===== src/rtl/uart_command_sequencer.sv =====
// Decodes multi-byte UART command frames into register-file and ALU operations
// and serialises the responses (read byte, ALU result bytes or error code) to the UART transmitter.
module uart_command_sequencer #(
    parameter int unsigned DATA_WIDTH          = 8,
    parameter int unsigned REGISTER_FILE_DEPTH = 16,
    parameter int unsigned ALU_RESULT_WIDTH    = 16,
    parameter int unsigned TIMEOUT_CYCLES      = 1024,
    parameter logic [7:0]  ERROR_CODE          = 8'hEE
) (
    input  logic                                   clk,
    input  logic                                   reset,
    input  logic                                   receiver_parallel_data_valid_synchronized,
    input  logic [DATA_WIDTH-1:0]                  receiver_parallel_data_synchronized,
    input  logic                                   register_file_read_data_valid,
    input  logic [DATA_WIDTH-1:0]                  register_file_read_data,
    input  logic                                   ALU_result_valid,
    input  logic [ALU_RESULT_WIDTH-1:0]            ALU_result,
    input  logic                                   transmitter_busy_synchronized,
    output logic                                   transmitter_parallel_data_valid,
    output logic [DATA_WIDTH-1:0]                  transmitter_parallel_data,
    output logic [$clog2(REGISTER_FILE_DEPTH)-1:0] register_file_address,
    output logic                                   register_file_write_enable,
    output logic [DATA_WIDTH-1:0]                  register_file_write_data,
    output logic                                   register_file_read_enable,
    output logic [3:0]                             ALU_function,
    output logic                                   ALU_enable,
    output logic                                   ALU_clk_enable,
    output logic                                   error_pulse,
    output logic                                   busy
);

    localparam int unsigned AW   = $clog2(REGISTER_FILE_DEPTH);
    localparam int unsigned NB   = ALU_RESULT_WIDTH / DATA_WIDTH;
    localparam int unsigned CW   = $clog2(NB + 1);
    localparam int unsigned TW   = $clog2(TIMEOUT_CYCLES + 1);
    localparam int unsigned CMPW = DATA_WIDTH + 1;

    typedef enum logic [3:0] {
        IDLE, GET_ADDR, GET_DATA, GET_OPA, GET_OPB, GET_FUNC, REG_WRITE, REG_READ,
        WAIT_READ, WR_OPA, WR_OPB, ALU_EXEC, WAIT_ALU, TX_LOAD, TX_WAIT_HIGH, TX_WAIT_LOW
    } state_t;

    typedef enum logic [1:0] {OP_WRITE, OP_READ, OP_ALU_OPS, OP_ALU} op_t;

    state_t                      state_q, state_n;
    op_t                         op_q, op_n;
    logic [AW-1:0]               addr_q, addr_n;
    logic [DATA_WIDTH-1:0]       opa_q, opa_n, opb_q, opb_n;
    logic [3:0]                  func_q, func_n;
    logic [ALU_RESULT_WIDTH-1:0] shift_q, shift_n;
    logic [CW-1:0]               left_q, left_n;
    logic [TW-1:0]               timer_q, timer_n;

    logic                  tx_valid_n, rf_we_n, rf_re_n, alu_en_n, alu_clk_n, err_n, busy_n;
    logic [DATA_WIDTH-1:0] tx_data_n, rf_wd_n;
    logic [AW-1:0]         rf_addr_n;
    logic [3:0]            alu_func_n;

    logic                  rx_valid, rx_take, timed_out, addr_bad;
    logic [DATA_WIDTH-1:0] rx_byte;

    assign rx_valid  = receiver_parallel_data_valid_synchronized;
    assign rx_byte   = receiver_parallel_data_synchronized;
    assign timed_out = (timer_q == TW'(TIMEOUT_CYCLES - 1));
    assign addr_bad  = ({1'b0, rx_byte} >= CMPW'(REGISTER_FILE_DEPTH));

    // Next-state, datapath and next-output logic
    always_comb begin
        state_n    = state_q;
        op_n       = op_q;
        addr_n     = addr_q;
        opa_n      = opa_q;
        opb_n      = opb_q;
        func_n     = func_q;
        shift_n    = shift_q;
        left_n     = left_q;
        tx_valid_n = 1'b0;
        tx_data_n  = transmitter_parallel_data;
        rf_addr_n  = register_file_address;
        rf_we_n    = 1'b0;
        rf_wd_n    = register_file_write_data;
        rf_re_n    = 1'b0;
        alu_func_n = ALU_function;
        alu_en_n   = 1'b0;
        alu_clk_n  = ALU_clk_enable;
        err_n      = 1'b0;
        rx_take    = rx_valid && (state_q inside {IDLE, GET_ADDR, GET_DATA, GET_OPA, GET_OPB, GET_FUNC});

        case (state_q)
            IDLE: if (rx_valid) begin
                case (rx_byte[7:0])
                    8'hAA: begin op_n = OP_WRITE;   state_n = GET_ADDR; end
                    8'hBB: begin op_n = OP_READ;    state_n = GET_ADDR; end
                    8'hCC: begin op_n = OP_ALU_OPS; state_n = GET_OPA;  end
                    8'hDD: begin op_n = OP_ALU;     state_n = GET_FUNC; end
                    default: begin
                        shift_n = ALU_RESULT_WIDTH'(ERROR_CODE);
                        left_n  = CW'(1);
                        err_n   = 1'b1;
                        state_n = TX_LOAD;
                    end
                endcase
            end
            GET_ADDR: if (rx_valid) begin
                if (addr_bad) begin
                    shift_n = ALU_RESULT_WIDTH'(ERROR_CODE);
                    left_n  = CW'(1);
                    err_n   = 1'b1;
                    state_n = TX_LOAD;
                end else if (op_q == OP_READ) begin
                    rf_addr_n = rx_byte[AW-1:0];
                    rf_re_n   = 1'b1;
                    state_n   = REG_READ;
                end else begin
                    addr_n  = rx_byte[AW-1:0];
                    state_n = GET_DATA;
                end
            end else if (timed_out) begin
                err_n = 1'b1; state_n = IDLE;
            end
            GET_DATA: if (rx_valid) begin
                rf_addr_n = addr_q;
                rf_wd_n   = rx_byte;
                rf_we_n   = 1'b1;
                state_n   = REG_WRITE;
            end else if (timed_out) begin
                err_n = 1'b1; state_n = IDLE;
            end
            GET_OPA: if (rx_valid) begin
                opa_n = rx_byte; state_n = GET_OPB;
            end else if (timed_out) begin
                err_n = 1'b1; state_n = IDLE;
            end
            GET_OPB: if (rx_valid) begin
                opb_n = rx_byte; state_n = GET_FUNC;
            end else if (timed_out) begin
                err_n = 1'b1; state_n = IDLE;
            end
            GET_FUNC: if (rx_valid) begin
                func_n    = rx_byte[3:0];
                alu_clk_n = 1'b1;
                if (op_q == OP_ALU_OPS) begin
                    rf_addr_n = AW'(0);
                    rf_wd_n   = opa_q;
                    rf_we_n   = 1'b1;
                    state_n   = WR_OPA;
                end else begin
                    alu_func_n = rx_byte[3:0];
                    alu_en_n   = 1'b1;
                    state_n    = ALU_EXEC;
                end
            end else if (timed_out) begin
                err_n = 1'b1; state_n = IDLE;
            end
            REG_WRITE: state_n = IDLE;
            REG_READ, WAIT_READ: if (register_file_read_data_valid) begin
                shift_n = ALU_RESULT_WIDTH'(register_file_read_data);
                left_n  = CW'(1);
                state_n = TX_LOAD;
            end else if (state_q == REG_READ) begin
                state_n = WAIT_READ;
            end else if (timed_out) begin
                err_n = 1'b1; state_n = IDLE;
            end
            WR_OPA: begin
                rf_addr_n = AW'(1);
                rf_wd_n   = opb_q;
                rf_we_n   = 1'b1;
                state_n   = WR_OPB;
            end
            WR_OPB: begin
                alu_func_n = func_q;
                alu_en_n   = 1'b1;
                state_n    = ALU_EXEC;
            end
            ALU_EXEC, WAIT_ALU: if (ALU_result_valid) begin
                shift_n   = ALU_result;
                left_n    = CW'(NB);
                alu_clk_n = 1'b0;
                state_n   = TX_LOAD;
            end else if (state_q == ALU_EXEC) begin
                state_n = WAIT_ALU;
            end else if (timed_out) begin
                err_n = 1'b1; state_n = IDLE;
            end
            TX_LOAD: if (!transmitter_busy_synchronized) begin
                tx_valid_n = 1'b1;
                tx_data_n  = shift_q[DATA_WIDTH-1:0];
                state_n    = TX_WAIT_HIGH;
            end
            TX_WAIT_HIGH: if (transmitter_busy_synchronized) begin
                state_n = TX_WAIT_LOW;
            end else if (timed_out) begin
                err_n = 1'b1; state_n = IDLE;
            end
            TX_WAIT_LOW: if (!transmitter_busy_synchronized) begin
                if (left_q > CW'(1)) begin
                    left_n  = left_q - CW'(1);
                    shift_n = shift_q >> DATA_WIDTH;
                    state_n = TX_LOAD;
                end else begin
                    state_n = IDLE;
                end
            end
            default: state_n = IDLE;
        endcase

        // Leaving the ALU path any other way (timeout) must also gate its clock.
        if (state_n == IDLE) alu_clk_n = 1'b0;
        busy_n = (state_n != IDLE);

        if ((state_n != state_q) || rx_take) timer_n = '0;
        else if (!timed_out)                 timer_n = timer_q + TW'(1);
        else                                 timer_n = timer_q;
    end

    // State, datapath and output registers
    always_ff @(posedge clk) begin
        if (reset) begin
            state_q                         <= IDLE;
            op_q                            <= OP_WRITE;
            addr_q                          <= '0;
            opa_q                           <= '0;
            opb_q                           <= '0;
            func_q                          <= '0;
            shift_q                         <= '0;
            left_q                          <= '0;
            timer_q                         <= '0;
            transmitter_parallel_data_valid <= 1'b0;
            transmitter_parallel_data       <= '0;
            register_file_address           <= '0;
            register_file_write_enable      <= 1'b0;
            register_file_write_data        <= '0;
            register_file_read_enable       <= 1'b0;
            ALU_function                    <= '0;
            ALU_enable                      <= 1'b0;
            ALU_clk_enable                  <= 1'b0;
            error_pulse                     <= 1'b0;
            busy                            <= 1'b0;
        end else begin
            state_q                         <= state_n;
            op_q                            <= op_n;
            addr_q                          <= addr_n;
            opa_q                           <= opa_n;
            opb_q                           <= opb_n;
            func_q                          <= func_n;
            shift_q                         <= shift_n;
            left_q                          <= left_n;
            timer_q                         <= timer_n;
            transmitter_parallel_data_valid <= tx_valid_n;
            transmitter_parallel_data       <= tx_data_n;
            register_file_address           <= rf_addr_n;
            register_file_write_enable      <= rf_we_n;
            register_file_write_data        <= rf_wd_n;
            register_file_read_enable       <= rf_re_n;
            ALU_function                    <= alu_func_n;
            ALU_enable                      <= alu_en_n;
            ALU_clk_enable                  <= alu_clk_n;
            error_pulse                     <= err_n;
            busy                            <= busy_n;
        end
    end

endmodule


===== config.mk =====
export PLATFORM = sky130hd
export DESIGN_NAME = uart_command_sequencer
export DESIGN_NICKNAME = d
export VERILOG_FILES = /design/src/rtl/uart_command_sequencer.sv
export SDC_FILE = /design/constraint.sdc
export NUM_CORES = 1
export LEC_CHECK = 0
export ABC_AREA = 1
export CORE_UTILIZATION = 50
export DETAILED_ROUTE_END_ITERATION = 10
export GPL_ROUTABILITY_DRIVEN = 0
export PLACE_DENSITY = 0.8
export SLEW_MARGIN = 40
export SYNTH_ARGS = -nofsm -noshare
export SYNTH_HDL_FRONTEND = slang
export SYNTH_SLANG_ARGS = --single-unit

===== constraint.sdc =====
create_clock -name clk -period 4.9 [get_ports clk]
set_input_delay 0.735 -clock clk [delete_from_list [all_inputs] [get_ports clk]]
set_output_delay 0.735 -clock clk [all_outputs]
set_load 0.05 [all_outputs]

==> results of run 1 <==
==> cells in the mapped netlist, drive strengths merged <==
cell type  count
a211oi         4
a21boi         1
a21oi         77
a22oi          1
a31o           1
a31oi          8
a41oi          2
and3           1
buf           16
clkbuf        13
clkinv         1
dfxtp         90
ha             2
inv           72
nand2        136
nand3         32
nand3b        10
nand4         11
nor2          73
nor3           3
o211ai         2
o21ai         65
o21bai         1
o221ai         1
o22ai          7
o31ai          1
or2            1
xnor2          4
xor2           3
==> layer usage <==
layer / vias to the layer above / GRT usage / share of wire
li1: 2223 / - / -
met1: 2003 / 0.320 / 0.43
met2: 179 / 0.427 / 0.47
met3: 35 / 0.0577 / 0.073
met4: 0 / 0.122 / 0.025
met5: - / 0 / 0
==> stage by stage <==
step / instances / total power [uW] / hold WS (ns) / setup WS, ns / utilization
floorplan: 639 / 1870 / 0.429 / 2.75 / -
global placement: 786 / 2140 / 0.440 / 1.80 / 0.609
detailed placement: 786 / 2170 / 0.445 / 1.68 / 0.609
CTS: 802 / 2720 / 0.458 / 2.00 / 0.635
global route: 802 / 2910 / 0.483 / 1.60 / 0.635
finish: 802 / 2720 / 0.459 / 2.01 / 0.635
==> cell families (layout without fill, tap and decap cells) <==
logic type,after synthesis,in the layout
compound gates,171,171
xor+xnor,7,7
simple gates,267,267
flops,90,90
buf+inv,102,160
fa+ha+maj,2,2
==> worst max-delay path, delay by kind of cell <==
| kind | cells | cell delay [ns] |
|---|---|---|
| AOI/OAI and AO/OA | 1 | 0.18 |
| and+or+nand+nor | 12 | 1.34 |
| buffers and inverters | 2 | 0.92 |
==> worst max path at each step <==
stage | start | to | slack (ns) | cells after the start
floorplan | receiver_parallel_data_valid_synchronized | timer_q[10] | 2.75 | 12
global placement | receiver_parallel_data_valid_synchronized | timer_q[0] | 1.80 | 15
detailed placement | receiver_parallel_data_valid_synchronized | timer_q[5] | 1.68 | 15
CTS | timer_q[0] | timer_q[6] | 2.00 | 15
global route | receiver_parallel_data_valid_synchronized | timer_q[6] | 1.60 | 15
finish | receiver_parallel_data_valid_synchronized | timer_q[5] | 2.01 | 15
==> flip-flops by register name, summed over array words and instances, names as in the netlist, 2 cells and up <==
name / count
timer_q: 11
addr_q: 4
register_file_address: 4
ALU_function: 4
func_q: 4
transmitter_parallel_data: 8
shift_q: 16
opa_q: 8
register_file_write_data: 8
op_q: 2
opb_q: 8
left_q: 2
state_q: 4
==> power by group through the flow <==
stage	logic (uW)	clock network [uW]	registers (uW)
2_1_floorplan	814	0	1060
3_3_place_gp	1190	0	951
3_5_place_dp	1210	0	954
4_1_cts	1220	557	940
5_1_grt	1370	587	957
6_report	1230	551	943
==> cell type report <==
class | instances | area (um2) | area share
clock inverter | 6 | 90.1 | 0.0169
multi-input combinational | 447 | 2190 | 0.412
clock buffer | 10 | 128 | 0.0240
inverter | 73 | 274 | 0.0515
tap | 105 | 131 | 0.0247
timing repair buffer | 71 | 703 | 0.132
sequential | 90 | 1800 | 0.339
==> out/qor.csv, run 1 <==
metric;value;unit
cts_resized;0;
placed_cell_area;5100;um2
fp.coreArea;8380;um2
routedWlPerCell;14.5;um
clock-sinks;90;
muxShareOfSynthArea;0;
r2r_end;timer_q[5];
path_common_cell;nand2_1;
p_clk_frac;0.202;
row_count;33;
clk_pin_slew;0.09;ns
fin_crit_sh;0.589;
worstPathArrival;3.18;ns
fin_crit;2.89;ns
finalHoldViolCount;0;
cpPeakStageDelay;0.66;ns
yosysUniqueCellTypes;40;
setup_tns;0;ns
netlist_top_cells_area;dfxtp_1 (41%), nand2_1 (11%), a21oi_1 (8.6%);
synth-simple-area-share;0.270;
yosysSeqAreaShare;0.409;
critPathSlowestCell;clkdlybuf4s50_1;
switching_share;0.435;
cts_inserted_buffers;9;
synth_top_area_cell;dfxtp_1;
ir_drop;0.000286;V
combPwrFrac;0.451;
htree_levels;3;
endpoint_kind;register;
wl;11700;um
synth-seq-cells;90;
vias_per_cell;5.54;
synth_xor_area_frac;0.0139;
die_height;95.9;um
io_pins;69;
reg2reg_slack;2.02;ns
antenna_cells;0;
grt_pass1_vias;4096;
r2r_start;timer_q[0];
dieArea;9190;um2
layout.nets;732;
post_cts_buffers;0;
n_fill_cell;733;
max_slew_margin;0.454;
hp-class;register to register;
worstHoldPathCells;2;
synth_compound_area_frac;0.208;
power_density;512;nW/um2
rsz0062_at_grt;no;
synthAdderAreaFrac;0.00568;
p_int;1540;uW
overflow;0;
hp-start;opa_q[6];
die_x;95.9;um
reg2regPathDepth;15;
drt_first_pass_iters;7;
route.detailed.drc;0;
path_cells;clkdlybuf4s50_1, inv_1, a21oi_1, nand2_1, nand2_1, nand3_1, nand2_1, nand2_1, nor2_1, nand3_1, nand2_1, nand2_1, nor2_1, nand2_1, nor2_2;
hold_path_end;opa_q[6];
setup_violations;0;
ant_nets;0;
required;5.19;ns
yosysTopAreaCellShare;0.409;
synth.cell_area;4410;um2
cts_root_buf;clkbuf_8;
fmax;346;MHz
final_common_cell;nand2_1;
globalRouteTotalUtil;0.259;
initial_utilization;0.526;
yosysWarnings;0;
numPortBuffers;68;
maxSlewViolCount;0;
pwr-share-seq;0.346;
ctsHoldBuffers;0;
start_kind;primary input;
max-clock-path-buffers;2;
antenna_found_initial;0;
cp_max_fo;13;
stdcell_area;5320;um2
status;finished clean;
critical_path_class;primary input to register;
syn_area_per_cell;6.90;um2
synth_fp_nets;679;
dp_hpwl;8310;um
final_cell_mix;nand2_1 (133), dfxtp_1 (90), a21oi_1 (76), clkdlybuf4s50_1 (68), o21ai_0 (61);
grt_max_degree;48;
power_switching;1190;uW
p_leak;0.00212;uW
syn_to_final_growth;20.8;%
clock_skew;0.00906;ns
clock_latency;0.36;ns
cts_tree;built;
vias;4440;
syn_inst;639;
synth_top_family_by_area;simple AND/OR/NAND/NOR gates;
maxCapViolations;0;
layout-drive-gt1-share;0.0746;
worst_slew_pin_slew;0.815;ns
drt_iter0_drc;264;
grt_pass1_wl;18400;um
No activity file was read; power rests on OpenSTA's default activity.
==> inputs of run 2 (changes only) <==
- CORE_UTILIZATION: 50 -> 49
- PLACE_DENSITY: 0.8 -> 0.82
- clock period: 4.9 -> 2.4 ns (I/O delays scaled with it)
==> run 2 against run 1 <==
  * Non-clock buffer count up 27
  * First-iteration DRC count up 76%
  * Power up 120%
  * Combinational power up 130%
  * Wire length up 1.4%
  * Sequential share of layout area down 1.7 points
  * Clock-buffer cell count unchanged
  * Die area up 2.0%
  * Via count up 3.7%
  * Clock skew up 0.0068 ns
  * Critical path depth up 1
  * Sequential power up 100%
  * Critical path type is now register to register
==> out/qor.csv, run 2 (same netlist as run 1, synthesis figures left out) <==
metric;value;unit
grt_pass1_wl;19400;um
drt_first_pass_iters;6;
endpoint_kind;register;
cts_root_buf;clkbuf_8;
r2r_start;timer_q[0];
fmax;452;MHz
worstPathArrival;2.51;ns
hp-class;register to register;
overflow;0;
fin_crit_sh;0.921;
dieArea;9380;um2
ir_drop;0.000600;V
ant_nets;0;
setup_violations;0;
maxCapViolations;0;
io_pins;69;
antenna_cells;0;
status;finished clean;
htree_levels;3;
timing.hold.ws;0.458;ns
cts_inserted_buffers;9;
hp-start;opa_q[7];
required;2.69;ns
dp_hpwl;8730;um
worst_slew_pin_slew;0.552;ns
start_kind;register;
fp.coreArea;8720;um2
clock_skew;0.0159;ns
grt_pass1_vias;4312;
final_cell_mix;nand2_1 (133), dfxtp_1 (89), a21oi_1 (76), clkdlybuf4s50_1 (68);
row_count;34;
syn_to_final_growth;27.1;%
wl;11800;um
vias_per_cell;5.53;
grt_max_degree;47;
power.total;5900;uW
max_slew_margin;0.631;
fin_crit;2.21;ns
route.detailed.drc;0;
reg2regPathDepth;16;
cp_max_fo;10;
initial_utilization;0.505;
clock_latency;0.36;ns
maxSlewViolCount;0;
reg_top3;shift_q (16), timer_q (11);
finalHoldViolCount;0;
drt_iter0_drc;464;
vias;4603;
p_leak;0.00228;uW
final_common_cell;nand2_1;
die_x;96.8;um
worstHoldPathCells;2;
largest_reg_flops;16;
numPortBuffers;68;
cp-startpoint;timer_q[0];
globalRouteTotalUtil;0.250;
layout.nets;759;
clk_pin_slew;0.10;ns
antenna_found_initial;0;
critical_path_class;register to register;
layout-drive-gt1-share;0.113;
largest_register;shift_q;
n_fill_cell;765;
die_height;96.8;um
power_density;1050;nW/um2
clock-sinks;90;
cts_tree;built;
max-clock-path-buffers;2;
setup_tns;0;ns
routedWlPerCell;14.2;um
## run 2: changes by cell type in the layout (fill, tap and decap cells not counted), sizes merged
| cell | before | now |
|---|---|---|
| buf | 3 | 30 |
| clkinvlp | 1 | 0 |
| inv | 73 | 74 |
## run 2: path summary, 6_finish.rpt
check	end	slack [ns]
max	timer_q[2]	0.19
min	opa_q[7]	0.46
max reg2reg	timer_q[2]	0.19
min reg2reg	opa_q[7]	0.46
## run 2: stage by stage
step	util	area [um2]	instances	setup WS (ns)
floorplan	-	4410	639	0.437
global placement	0.615	5360	816	0.112
detailed placement	0.615	5360	816	0.0384
CTS	0.642	5600	832	0.121
global route	0.642	5600	832	-0.0313
finish	0.642	5600	832	0.188
## run 2: power by group
part           total (uW)  switching [uW]  internal (uW)
logic                2790            1790            999
clock network        1190             560            630
registers            1920             165           1750
## run 2: worst max-delay path, stage by stage (launching register included)
cell     delay (ns)
dfxtp_1        0.37
ha_1           0.19
nand2_1        0.07
nor2_2         0.15
nand3_1        0.15
nand2_1        0.12
nand2_1        0.06
nand2_1        0.09
nand2_1        0.10
nor2_2         0.15
nand3_1        0.12
nand2_1        0.09
nand2_1        0.05
nor2_1         0.09
nand2_1        0.11
buf_12         0.16
nor2_2         0.07
## run 2: area by class of cell
cell class,count,area (um2),area share
clock buffers,10,138,0.0246
inverters,73,274,0.0489
repair buffers,98,956,0.171
flip-flops and latches,90,1800,0.322
clock inverters,6,97.6,0.0174
multi-input cells,447,2200,0.393
well taps,108,135,0.0241
## run 2: repair_timing
action	in CTS	in global routing
hold buffers	0	0
endpoints found under the hold margin	0	0
buffers inserted	0	0
endpoints found under the setup margin	0	12
gates resized for setup	0	3
## run 2: routing by layer
| metal | vias to the layer above | global-route usage | part of all wire |
|---|---|---|---|
| met5 | - | 0 | 0 |
| met4 | 0 | 0.110 | 0.032 |
| met3 | 43 | 0.0506 | 0.067 |
| met2 | 224 | 0.402 | 0.45 |
| met1 | 2072 | 0.324 | 0.45 |
| li1 | 2264 | - | - |
